File: src/rtl/temp_ctrl_fsm.sv
// temp_ctrl_fsm: thermal control sequencer. Debounces each temperature sample
// against the programmed thresholds, drives fan/heater enables and escalates
// to FAULT when cooling or heating does not recover within MAX_SMP samples.
// Optional build macro: TEMP_CTRL_MINMAX_EN (min/max sample tracking).
//
// state   | meaning
// --------+---------------------------------------------------------------
// NORMAL  | temperature in band, debounce counters active, outputs off
// COOLING | fan on, waiting for temp <= hi_ret, sample budget running
// HEATING | heater on, waiting for temp >= lo_ret, sample budget running
// FAULT   | recovery budget exhausted, outputs off until clear_fault
module temp_ctrl_fsm #(
   parameter int DEBOUNCE = 3,
   parameter int HYST     = 2,
   parameter int MAX_SMP  = 64
) (
   input  logic       pclk,
   input  logic       presetn,
   input  logic       en,
   input  logic       temp_valid,
   input  logic [7:0] temp_data,
   input  logic [7:0] high_thr,
   input  logic [7:0] low_thr,
   input  logic       clear_fault,
   output logic       fan_on,
   output logic       heater_on,
   output logic [1:0] state,
   output logic       fault_irq,
   output logic       cfg_err,
   output logic [7:0] min_temp,
   output logic [7:0] max_temp
);

   localparam logic [1:0] ST_NORMAL  = 2'b00;
   localparam logic [1:0] ST_COOLING = 2'b01;
   localparam logic [1:0] ST_HEATING = 2'b10;
   localparam logic [1:0] ST_FAULT   = 2'b11;

   localparam logic [3:0] DEB_TC = 4'(DEBOUNCE);
   localparam logic [7:0] SMP_LD = 8'(MAX_SMP);
   localparam logic [8:0] HYST9  = 9'(HYST);

   logic [1:0] state_nxt;
   logic [3:0] hi_cnt, hi_cnt_nxt, hi_cnt_inc;
   logic [3:0] lo_cnt, lo_cnt_nxt, lo_cnt_inc;
   // Recovery budget as a down-counter: loaded with MAX_SMP on entry, FAULT at terminal count.
   logic [7:0] smp_left, smp_left_nxt;
   logic [8:0] hi_ret9, lo_ret9;
   logic [7:0] hi_ret, lo_ret;
   logic       force_idle;

   assign cfg_err    = (low_thr >= high_thr);
   assign force_idle = !en || cfg_err;

   // Borrow into bit 8 means high_thr < HYST: clamp to 0. Carry means > 255: clamp to 255.
   assign hi_ret9 = {1'b0, high_thr} - HYST9;
   assign lo_ret9 = {1'b0, low_thr} + HYST9;
   assign hi_ret  = hi_ret9[8] ? 8'h00 : hi_ret9[7:0];
   assign lo_ret  = lo_ret9[8] ? 8'hFF : lo_ret9[7:0];

   assign hi_cnt_inc = (hi_cnt == 4'hF) ? hi_cnt : hi_cnt + 4'd1;
   assign lo_cnt_inc = (lo_cnt == 4'hF) ? lo_cnt : lo_cnt + 4'd1;

   // Next-state and counter update; only valid samples advance the sequencer.
   always_comb begin
      state_nxt    = state;
      hi_cnt_nxt   = hi_cnt;
      lo_cnt_nxt   = lo_cnt;
      smp_left_nxt = smp_left;
      if (force_idle) begin
         state_nxt    = ST_NORMAL;
         hi_cnt_nxt   = 4'd0;
         lo_cnt_nxt   = 4'd0;
         smp_left_nxt = 8'd0;
      end else begin
         case (state)
            ST_NORMAL: begin
               if (temp_valid) begin
                  if (temp_data > high_thr) begin
                     lo_cnt_nxt = 4'd0;
                     hi_cnt_nxt = hi_cnt_inc;
                     if (hi_cnt_inc >= DEB_TC) begin
                        state_nxt    = ST_COOLING;
                        hi_cnt_nxt   = 4'd0;
                        smp_left_nxt = SMP_LD;
                     end
                  end else if (temp_data < low_thr) begin
                     hi_cnt_nxt = 4'd0;
                     lo_cnt_nxt = lo_cnt_inc;
                     if (lo_cnt_inc >= DEB_TC) begin
                        state_nxt    = ST_HEATING;
                        lo_cnt_nxt   = 4'd0;
                        smp_left_nxt = SMP_LD;
                     end
                  end else begin
                     hi_cnt_nxt = 4'd0;
                     lo_cnt_nxt = 4'd0;
                  end
               end
            end
            ST_COOLING: begin
               if (temp_valid) begin
                  if (temp_data <= hi_ret) begin
                     state_nxt    = ST_NORMAL;
                     smp_left_nxt = 8'd0;
                  end else if (smp_left <= 8'd1) begin
                     state_nxt    = ST_FAULT;
                     smp_left_nxt = 8'd0;
                  end else begin
                     smp_left_nxt = smp_left - 8'd1;
                  end
               end
            end
            ST_HEATING: begin
               if (temp_valid) begin
                  if (temp_data >= lo_ret) begin
                     state_nxt    = ST_NORMAL;
                     smp_left_nxt = 8'd0;
                  end else if (smp_left <= 8'd1) begin
                     state_nxt    = ST_FAULT;
                     smp_left_nxt = 8'd0;
                  end else begin
                     smp_left_nxt = smp_left - 8'd1;
                  end
               end
            end
            default: begin
               // FAULT ignores samples; a clear in the same cycle as a sample drops that sample.
               if (clear_fault) begin
                  state_nxt    = ST_NORMAL;
                  hi_cnt_nxt   = 4'd0;
                  lo_cnt_nxt   = 4'd0;
                  smp_left_nxt = 8'd0;
               end
            end
         endcase
      end
   end

   // State, counters and registered outputs; outputs decode the next state so they align with it.
   always_ff @(posedge pclk or negedge presetn) begin
      if (!presetn) begin
         state     <= ST_NORMAL;
         hi_cnt    <= 4'd0;
         lo_cnt    <= 4'd0;
         smp_left  <= 8'd0;
         fan_on    <= 1'b0;
         heater_on <= 1'b0;
         fault_irq <= 1'b0;
      end else begin
         state     <= state_nxt;
         hi_cnt    <= hi_cnt_nxt;
         lo_cnt    <= lo_cnt_nxt;
         smp_left  <= smp_left_nxt;
         fan_on    <= (state_nxt == ST_COOLING);
         heater_on <= (state_nxt == ST_HEATING);
         fault_irq <= (state_nxt == ST_FAULT) && (state != ST_FAULT);
      end
   end

`ifdef TEMP_CTRL_MINMAX_EN
   // Extremes of every valid sample since reset, independent of state and en.
   always_ff @(posedge pclk or negedge presetn) begin
      if (!presetn) begin
         min_temp <= 8'hFF;
         max_temp <= 8'h00;
      end else if (temp_valid) begin
         if (temp_data < min_temp) min_temp <= temp_data;
         if (temp_data > max_temp) max_temp <= temp_data;
      end
   end
`else
   assign min_temp = 8'h00;
   assign max_temp = 8'h00;
`endif

endmodule
File: config.mk
export PLATFORM = sky130hd
export DESIGN_NAME = temp_ctrl_fsm
export DESIGN_NICKNAME = d
export VERILOG_FILES = /design/src/rtl/temp_ctrl_fsm.sv
export SDC_FILE = /design/constraint.sdc
export NUM_CORES = 1
export LEC_CHECK = 0
export CORE_ASPECT_RATIO = 0.7
export CORE_UTILIZATION = 49
export CTS_BUF_LIST = sky130_fd_sc_hd__clkbuf_8
export CTS_CLUSTER_DIAMETER = 120
export DETAILED_ROUTE_END_ITERATION = 10
export PLACE_DENSITY_LB_ADDON = 0.3
export SLEW_MARGIN = 20
export SYNTH_ARGS = -nofsm -noshare
export SYNTH_HDL_FRONTEND = slang
export SYNTH_SLANG_ARGS = --single-unit
File: constraint.sdc
create_clock -name pclk -period 2.4 [get_ports pclk]
set_input_delay 0.48 -clock pclk [delete_from_list [all_inputs] [get_ports pclk]]
set_output_delay 0.48 -clock pclk [all_outputs]
set_load 0.01 [all_outputs]
==> impl_metrics.ini <==
[grt]
grt_start_max_net_pins = 22
track_usage_pct = 30.3
met2_usage_pct = 52.6
grt_pass1_vias = 2632
grtUsageMet1_pct = 37.1
busiest_layer = met2
grt_pass1_wl_um = 12300
grt-ovfl-total = 0
antenna_found_initial = 0
use_met3_pct = 6.08

[hold_path]
hold_path.class = flop to flop

[timing]
finalHoldViolCount = 0
clock.fmax_ghz = 0.331
fin_skew_ps = 14.2
min_period_ps = 3020
setup_tns_ps = -6550
period_share_pct = 126
rsz0062_at_grt = true
setup_viol = 17
worst_slack_ps = -624
slew_viol_final = 0

[placement]
dpl_worst_slack_ps = -1340
portBuffers = 34
placed_area_mm2 = 0.00345
place.gp.congestion = 0.828
dp_hpwl_um = 5780

[cts]
clk_pin_slew_ps = 90
h-tree-depth = 1
worstSkewPairLatency_ps = 270
clkSinkCount = 21
numCtsBuffers = 3
root_buffer = clkbuf_8
cts_max_path_buffers = 2
ctsHoldBuffers = 0
cts_tree = done

[power_and_ir_drop]
finalPower_mw = 1.39
combPwrFrac_pct = 54.8
powerDensity_mw_per_mm2 = 346
clockPowerShare_pct = 17.8
p_seq_share_pct = 27.4
intPower_uw = 840
p_sw_uw = 549
vdd_drop_max_v = 0.000263
switching_share_pct = 39.5
p_leak_nw = 1.88

[logic_synthesis]
async_flop_share_pct = 100
synth_edf_count = 0
syn_inst = 315
yosysUniqueCellTypes = 51
yosysSeqAreaShare_pct = 20.8
synth_flop_cell = dfrtp_1
ys_ff_latch = 21
netlist_area_mm2 = 0.00252
yosysWarnings = 0
syn-mean-instance-area_um2 = 8.02

[routing]
first_pass_iters = 7
viasPerCell = 6.03
postRouteWirelength_um = 9530
routedWlPerCell_um = 19.4
vias = 2953
antenna_left = 0
drc = 0
drt_iter0_drc = 295

[die]
die_w_um = 87.8
rows = 21
fp.dieH_um = 62.1
coreArea_mm2 = 0.00486
dieArea_mm2 = 0.00545
io_pins = 51
start_util_pct = 51.9

[layout]
drive_gt1_share_pct = 42.3
fin_area_mm2 = 0.00401
final_util_pct = 82.6
nets = 500
syn_to_final_growth_pct = 59.0
layout_commonest_cell = buf_4
diodes = 0
final_cell_mix = buf_4, ha_1, nand2_1

[setup_path]
endpoint_kind = flop
cp.required_ps = 2590
crit_type = primary input to flop
arrival_ps = 3210
cp_max_fo = 6
startpoint_type = primary input

[run_status]
status = finished, violations left
violations = negative setup slack

[job]
maxCapViolations = 0
[flip-flops by register name (all words and copies together), names as in the netlist]
name / cells
lo_cnt: 4
hi_cnt: 4
state: 2
fan_on: 1
heater_on: 1
smp_left: 8
fault_irq: 1
[layer usage]
layer / routed length, µm / vias up / share of wire [%]
met1: 3860 / 1382 / 40
met3: 899 / 39 / 9.4
met5: 0 / - / 0
met4: 323 / 0 / 3.4
met2: 4450 / 221 / 47
li1: - / 1311 / -
[cells by family (layout without fill, tap and decap cells)]
logic type               count (synthesis)  count (layout)  synth area share [%]
buffers and inverters                   49             140                  9.71
adder cells (fa/ha/maj)                 49              49                  24.3
multiplexers                             3               3                  1.24
AO/OA/AOI/OAI                           75              75                  19.3
XOR/XNOR                                 5               5                  1.73
AND/OR/NAND/NOR                        112             112                  22.8
other                                    1              16                 0.149
flip-flops                              21              21                  20.8
[timing repair]
| item | in CTS | in global routing |
|---|---|---|
| endpoints found under the setup margin | 22 | 18 |
| gates resized for setup | 129 | 59 |
| setup buffers | 7 | 2 |
| pin swaps | 38 | 44 |
[stage by stage]
step | cells | hold slack (ps)
2_1_floorplan | 330 | 184
3_3_place_gp | 480 | 475
3_5_place_dp | 480 | 477
4_1_cts | 488 | 494
5_1_grt | 490 | 516
6_report | 490 | 492
[cell usage after synthesis (all sizes together), types with 3 or more instances]
cell	count	share of area, %
a21o	3	0.89
a21oi	18	3.6
a31oi	3	0.74
and2	6	1.5
buf	17	5.0
dfrtp	21	21
ha	49	24
inv	30	4.5
nand2	28	4.2
nand2b	5	1.5
nand3	9	1.8
nand4	5	1.2
nor2	26	3.9
nor2b	4	0.99
nor3	11	2.2
nor3b	5	1.5
nor4	3	0.74
o211ai	3	0.89
o21ai	28	5.5
o31ai	4	1.6
xnor2	3	1.0
[final timing paths]
path                                   from          end  slack (ps)  depth (start not counted)
min in group asynchronous           presetn     state[0]         540                          2
worst max-delay path            high_thr[5]  smp_left[4]        -620                         12
max in group asynchronous           presetn    hi_cnt[3]        1630                          2
worst min-delay path              hi_cnt[3]    hi_cnt[3]         490                          1
worst max register to register     state[1]  smp_left[4]        -170                          9
worst min register to register    hi_cnt[3]    hi_cnt[3]         490                          1
[power groups by stage]
stage | combinational, mW | sequential [mW] | clock (mW)
6_report | 0.761 | 0.381 | 0.247
5_1_grt | 0.810 | 0.382 | 0.263
4_1_cts | 0.611 | 0.378 | 0.245
3_5_place_dp | 0.561 | 0.386 | 0
3_3_place_gp | 0.539 | 0.385 | 0
2_1_floorplan | 0.309 | 0.388 | 0
[worst max-delay path: stages]
cell and delay [ps]:
buf_8 100, nor3_4 210, nand4_1 210, and2_1 220, ha_1 280, nand4_1 100, or3b_4 390, a21oi_2 120
nor3_2 60, or4_4 530, or2_4 310, o21ai_0 200
[cell type report]
cell class,count,area (µm²)
clock buffers,3,41.3
clock inverters,1,7.51
fillers,274,847
inverters,30,123
multi-input cells,260,2300
flip-flops and latches,21,526
well taps,69,86.3
repair buffers,106,931
No activity file was read; power rests on OpenSTA's default activity.
